--- config.mk ---
export PLATFORM = sky130hd
export DESIGN_NAME = cpu_core_mc
export DESIGN_NICKNAME = d
export VERILOG_FILES = /design/src/rtl/cpu_core_mc.sv
export SDC_FILE = /design/constraint.sdc
export NUM_CORES = 1
export LEC_CHECK = 0
export ABC_AREA = 0
export BUFFER_PORTS_ARGS = -buffer_cell sky130_fd_sc_hd__buf_2
export CAP_MARGIN = 5
export CORE_ASPECT_RATIO = 2
export CORE_UTILIZATION = 61
export DETAILED_ROUTE_END_ITERATION = 8
export PLACE_DENSITY = 0.81
export SYNTH_ARGS = -nofsm -noshare
export SYNTH_HDL_FRONTEND = slang
export SYNTH_SLANG_ARGS = --single-unit
--- constraint.sdc ---
create_clock -name clk -period 4.75 [get_ports clk]
set_clock_uncertainty 0.2 [all_clocks]
set_input_delay 0 -clock clk [delete_from_list [all_inputs] [get_ports clk]]
set_output_delay 0 -clock clk [all_outputs]
set_load 0.005 [all_outputs]
--- src/rtl/cpu_core_mc.sv ---
// Multi-cycle CPU core: FETCH/DECODE/EXEC sequencing over an external
// synchronous instruction ROM, with a registered flags word, conditional
// branches, HALT and a valid/ready OUT port.
module cpu_core_mc #(
  parameter  int DATA_W   = 8,
  parameter  int PC_W     = 8,
  parameter  int NUM_REGS = 8,
  localparam int RA_W     = $clog2(NUM_REGS),
  localparam int INSTR_W  = 4 + 2*RA_W + DATA_W
) (
  input  logic               clk,
  input  logic               reset,
  output logic [PC_W-1:0]    imem_addr,
  input  logic [INSTR_W-1:0] imem_data,
  output logic [PC_W-1:0]    pc_out,
  output logic [3:0]         flags,
  output logic [DATA_W-1:0]  out_data,
  output logic               out_valid,
  input  logic               out_ready,
  output logic               halted
);

  localparam int MSB = DATA_W - 1;

  typedef enum logic [2:0] {
    S_FETCH,
    S_DECODE,
    S_EXEC,
    S_OUTW,
    S_HALT
  } state_e;

  typedef enum logic [3:0] {
    OP_ADD  = 4'h0,
    OP_SUB  = 4'h1,
    OP_AND  = 4'h2,
    OP_OR   = 4'h3,
    OP_XOR  = 4'h4,
    OP_SHL  = 4'h5,
    OP_SHR  = 4'h6,
    OP_MOV  = 4'h7,
    OP_LDI  = 4'h8,
    OP_ADDI = 4'h9,
    OP_JMP  = 4'hA,
    OP_JZ   = 4'hB,
    OP_JC   = 4'hC,
    OP_NOP  = 4'hD,
    OP_OUT  = 4'hE,
    OP_HALT = 4'hF
  } op_e;

  state_e              r_state;
  state_e              w_state_next;
  logic [PC_W-1:0]     r_pc;
  logic [PC_W-1:0]     r_imem_addr;
  logic [INSTR_W-1:0]  r_ir;
  logic [DATA_W-1:0]   r_regs [NUM_REGS];
  logic [3:0]          r_flags;
  logic [DATA_W-1:0]   r_out_data;
  logic                r_out_valid;
  logic                r_halted;

  op_e                 w_op;
  logic [RA_W-1:0]     w_rd;
  logic [RA_W-1:0]     w_rs;
  logic [DATA_W-1:0]   w_imm;
  logic [DATA_W-1:0]   w_a;
  logic [DATA_W-1:0]   w_b;
  logic [DATA_W-1:0]   w_addend;
  logic [DATA_W:0]     w_sum;
  logic [DATA_W-1:0]   w_diff;
  logic [DATA_W-1:0]   w_res;
  logic                w_c;
  logic                w_v;
  logic                w_wr;
  logic                w_setf;
  logic [3:0]          w_flags_next;
  logic                w_taken;
  logic [PC_W-1:0]     w_pc_next;

  assign w_op  = op_e'(r_ir[INSTR_W-1 -: 4]);
  assign w_rd  = r_ir[INSTR_W-5 -: RA_W];
  assign w_rs  = r_ir[INSTR_W-5-RA_W -: RA_W];
  assign w_imm = r_ir[DATA_W-1:0];
  assign w_a   = r_regs[w_rd];
  assign w_b   = r_regs[w_rs];

  assign imem_addr = r_imem_addr;
  assign pc_out    = r_pc;
  assign flags     = r_flags;
  assign out_data  = r_out_data;
  assign out_valid = r_out_valid;
  assign halted    = r_halted;

  // ALU: result, writeback enable and flag update for the instruction in IR
  always_comb begin
    w_res    = '0;
    w_c      = r_flags[1];
    w_v      = r_flags[2];
    w_wr     = 1'b0;
    w_setf   = 1'b0;
    w_addend = (w_op == OP_ADDI) ? w_imm : w_b;
    w_sum    = {1'b0, w_a} + {1'b0, w_addend};
    w_diff   = w_a - w_b;
    case (w_op)
      OP_ADD, OP_ADDI: begin
        w_res  = w_sum[MSB:0];
        w_c    = w_sum[DATA_W];
        w_v    = (w_a[MSB] == w_addend[MSB]) && (w_sum[MSB] != w_a[MSB]);
        w_wr   = 1'b1;
        w_setf = 1'b1;
      end
      OP_SUB: begin
        w_res  = w_diff;
        w_c    = (w_a < w_b);
        w_v    = (w_a[MSB] != w_b[MSB]) && (w_diff[MSB] != w_a[MSB]);
        w_wr   = 1'b1;
        w_setf = 1'b1;
      end
      OP_AND, OP_OR, OP_XOR: begin
        w_res  = (w_op == OP_AND) ? (w_a & w_b) :
                 (w_op == OP_OR)  ? (w_a | w_b) : (w_a ^ w_b);
        w_c    = 1'b0;
        w_v    = 1'b0;
        w_wr   = 1'b1;
        w_setf = 1'b1;
      end
      OP_SHL: begin
        w_res  = w_a << 1;
        w_c    = w_a[MSB];
        w_v    = 1'b0;
        w_wr   = 1'b1;
        w_setf = 1'b1;
      end
      OP_SHR: begin
        w_res  = w_a >> 1;
        w_c    = w_a[0];
        w_v    = 1'b0;
        w_wr   = 1'b1;
        w_setf = 1'b1;
      end
      OP_MOV: begin
        w_res = w_b;
        w_wr  = 1'b1;
      end
      OP_LDI: begin
        w_res = w_imm;
        w_wr  = 1'b1;
      end
      default: ;
    endcase
    w_flags_next = {w_res[MSB], w_v, w_c, (w_res == '0)};
  end

  // Branch resolution against the flags left by the previous instruction
  always_comb begin
    w_taken = 1'b0;
    case (w_op)
      OP_JMP:  w_taken = 1'b1;
      OP_JZ:   w_taken = r_flags[0];
      OP_JC:   w_taken = r_flags[1];
      default: w_taken = 1'b0;
    endcase
    w_pc_next = w_taken ? w_imm[PC_W-1:0] : r_pc + PC_W'(1);
  end

  // FSM state register
  always_ff @(posedge clk) begin
    if (reset) r_state <= S_FETCH;
    else       r_state <= w_state_next;
  end

  // FSM next-state logic
  always_comb begin
    w_state_next = r_state;
    case (r_state)
      S_FETCH:  w_state_next = S_DECODE;
      S_DECODE: w_state_next = S_EXEC;
      S_EXEC: begin
        if (w_op == OP_OUT)       w_state_next = S_OUTW;
        else if (w_op == OP_HALT) w_state_next = S_HALT;
        else                      w_state_next = S_FETCH;
      end
      S_OUTW:   if (out_ready) w_state_next = S_FETCH;
      S_HALT:   w_state_next = S_HALT;
      default:  w_state_next = S_FETCH;
    endcase
  end

  // Datapath registers: fetch address, IR, register file, flags, PC, OUT port
  always_ff @(posedge clk) begin
    if (reset) begin
      r_pc        <= '0;
      r_imem_addr <= '0;
      r_ir        <= '0;
      r_flags     <= '0;
      r_out_data  <= '0;
      r_out_valid <= 1'b0;
      r_halted    <= 1'b0;
      for (int unsigned i = 0; i < NUM_REGS; i++) r_regs[i[RA_W-1:0]] <= '0;
    end else begin
      case (r_state)
        S_FETCH:  r_imem_addr <= r_pc;
        S_DECODE: r_ir <= imem_data;
        S_EXEC: begin
          r_pc <= w_pc_next;
          if (w_wr)   r_regs[w_rd] <= w_res;
          if (w_setf) r_flags <= w_flags_next;
          if (w_op == OP_OUT) begin
            r_out_data  <= w_a;
            r_out_valid <= 1'b1;
          end
          if (w_op == OP_HALT) r_halted <= 1'b1;
        end
        S_OUTW:   if (out_ready) r_out_valid <= 1'b0;
        default: ;
      endcase
    end
  end

endmodule

==> reports/summary.txt <==
Status -> completed
Most frequent cells in the layout -> nor2_1 (122), nand2_1 (95), a21oi_1 (68)
Crit-path cells -> buf_4 -> mux4_2 -> mux2_2 -> inv_2 -> ha_1 -> o21ai_0 -> nor2_1 -> xnor2_1 -> a221oi_4 -> buf_4 -> nor2_1
Hold EP -> pc_out[2]
Clock Pin Slew Worst Setup and Hold Paths -> 0.06 ns
Commonest non-fill, non-tap cell in the layout -> nor2_1
Setup Buffers After CTS -> 0
Die Y -> 154.6 µm
Synth Area in Simple Gates -> 17.73%
Area of the die -> 12110 µm²
Worst Path Buf+Inv -> 3
Post-synthesis compound-gate area fraction -> 14.61%
Layout cells sized above 1 -> 18.21%
R2R cell count -> 11
LEAKAGE -> 0.003254 µW
Finished layout cell area -> 8335 µm²
Mapped Area -> 7107 µm²
CTS tree -> yes
Final-report hold violation count -> 0
Period utilization -> 96.06%
CTS Root Cell -> clkbuf_16
Slowest library cell on the worst path -> o21ai_0
Worst-margin pin slew -> 1.327 ns
Worst slew margin -> 11.51%
Post-synth EDFFs -> 64
# IOs -> 51
Post-Syn Instances -> 737
R2R Path End -> r_regs[6][5]
Core Region -> 11350 µm²
Max Fclk -> 219.2 MHz
Syn-to-layout area delta -> 17.29%
Crit end category -> flop
FILL cells -> 823
Initial Util -> 62.59%
Skew-Pair Late Insertion Delay -> 0.44 ns
Seq/Total Area, Yosys -> 43.10%
Top_reg_cell synth -> edfxtp_1
Vias per Instance -> 6.413
Crit Path Category -> reg -> reg
Synth Area per Inst -> 9.643 µm²
Drt total wl -> 22860 µm
Flop-to-flop setup slack -> 0.19 ns
Yosys warns -> 0
Initial antenna violation count -> 0
Post-Synth Adder-Cell Area -> 6.373%
Endpoints failing setup -> 0
N_diodes -> 0
Final Hold Slack -> 0.01421 ns
Worst EP required -> 4.71 ns
Max cap viols -> 0
CP peak stage delay -> 0.80 ns
Post-Synth XOR/XNOR Area -> 1.725%
H-tree levels -> 4
Worst-path fanout max -> 10
First-pass GRT wire length -> 34460 µm
Gr usage total -> 39.47%
RSZ-0062 raised after global routing -> false
Num rows -> 55
Mux cell area share after synthesis -> 12.39%
Number of distinct library cells after synthesis -> 64
Avg WL per Cell -> 23.54 µm
Clk sinks -> 121
Family with the most delay on the worst path -> compound AO/OA/AOI/OAI gates
Post-Syn Nets -> 793
Share of the synthesized area in the top cell type -> 27.04%
Largest net degree at the start of global routing -> 61
Antenna-violating nets left -> 0
Final Slew Violations -> 0
HP Class -> in -> reg
Buffers on Ports -> 50
Setup TNS Final -> 0 ns
Vias in the first global route -> 6287
Clock Tree Buf Depth -> 2
Total CTS buffers -> 17
Crit path arrival time -> 4.52 ns
Hold path startpoint -> reset
FF+latch count, synth -> 121
Nets@finish -> 872
WHS Path Cells -> 3
Power Density -> 414.0 nW/µm²
HPWL Detailed -> 16630 µm
Async set-reset flop share out of synthesis -> 0%
Synth area leaders -> edfxtp_1 (27%), dfxtp_1 (16%), nor2_1 (6.4%)
Largest family of logic cells by synthesized area -> simple AND/OR/NAND/NOR gates
WP depth -> 11
Residual DRC -> 0
GRT overflow -> 0
Leading area contributor after synthesis -> edfxtp_1
DP Area -> 7557 µm²
Die W -> 78.33 µm
Minimum clock period -> 4.563 ns
GPL Wtd Cong -> 1.002
Max rail drop VDD -> 0.3521 mV
Startpoint types -> flop
Drt first pass iters -> 7
Via Count -> 6227
Starting DRC count in detailed routing -> 571
-- through the flow --
| step | utilization (%) | worst slack (ns) | power [µW] | cells |
|---|---|---|---|---|
| 6_report | 73.41 | 0.1873 | 3451 | 971 |
| 5_1_grt | 73.41 | 0.05516 | 3553 | 971 |
| 4_1_cts | 73.33 | 0.2372 | 3405 | 971 |
| 3_5_place_dp | 66.56 | 0.2890 | 2124 | 920 |
| 3_3_place_gp | 66.56 | 0.4169 | 2096 | 920 |
| 2_1_floorplan | - | 1.040 | 1818 | 737 |
-- logic make-up (layout without fill, tap and decap cells) --
logic type	Yosys count	after routing
xor gates and xnor gates	14	14
AOI/OAI and AO/OA	160	160
muxes	56	56
and+or+nand+nor	286	286
buffers and inverters	65	157
DFF	121	121
adders and majority gates	35	35
-- area by class of cell --
type	count	area (µm²)	area share (%)
inverters	29	108.9	1.306
repair buffers	96	643.1	7.715
well taps	142	177.7	2.131
clock buffers	20	479.2	5.749
flip-flops and latches	121	3064	36.76
clock inverters	12	100.1	1.201
multi-input cells	551	3762	45.14
-- registers in the layout, summed over array words and instances, names as in the netlist, named ones only --
register	count
flags	4
halted	1
imem_addr	8
out_data	8
out_valid	1
pc_out	8
r_ir	18
r_regs	64
r_state	3
-- power by group --
part,switching [µW],internal (µW)
logic,597,374
clock network,543,744
registers,49.9,1140
-- routing by layer --
metal	part of all wire, %	up-vias	track usage (%)
li1	-	2808	-
met1	32	3007	36.20
met2	55	302	73.43
met3	5.5	110	6.903
met4	8.0	0	31.83
met5	0	-	0
-- synthesized netlist by cell type (14+ instances only) --
| cell | n |
|---|---|
| nand2b_1 | 14 |
| dfxtp_1 | 57 |
| nand2_1 | 95 |
| inv_1 | 26 |
| edfxtp_1 | 64 |
| clkbuf_1 | 24 |
| ha_1 | 33 |
| mux2i_1 | 27 |
| nor2_1 | 122 |
| a21oi_1 | 68 |
| o21ai_0 | 20 |
| mux4_2 | 19 |
-- repair_timing --
item                                    CTS  global route
hold endpoints to repair                 27             0
hold buffers                             19             0
gates resized for setup                   0             2
endpoints found under the setup margin    0            10
-- worst register-to-register path, delay by kind of cell (launching register included) --
kind,cells,cell delay (ns)
buffers and inverters,3,0.65
and+or+nand+nor,2,0.17
xor gates and xnor gates,1,0.20
muxes,2,0.89
adders and majority gates,1,0.40
AOI/OAI and AO/OA,2,1.27
DFF,1,0.50
-- how the worst max path moves through the flow --
stage               start      endpoint  slack, ns
finish               flop  r_regs[6][5]       0.19
global route         flop  r_regs[1][6]       0.06
CTS                  flop  r_regs[1][6]       0.24
detailed placement   flop  r_regs[0][6]       0.29
global placement     flop  r_regs[3][7]       0.42
floorplan            flop  r_regs[0][6]       1.04
No activity file was read; power rests on OpenSTA's default activity.
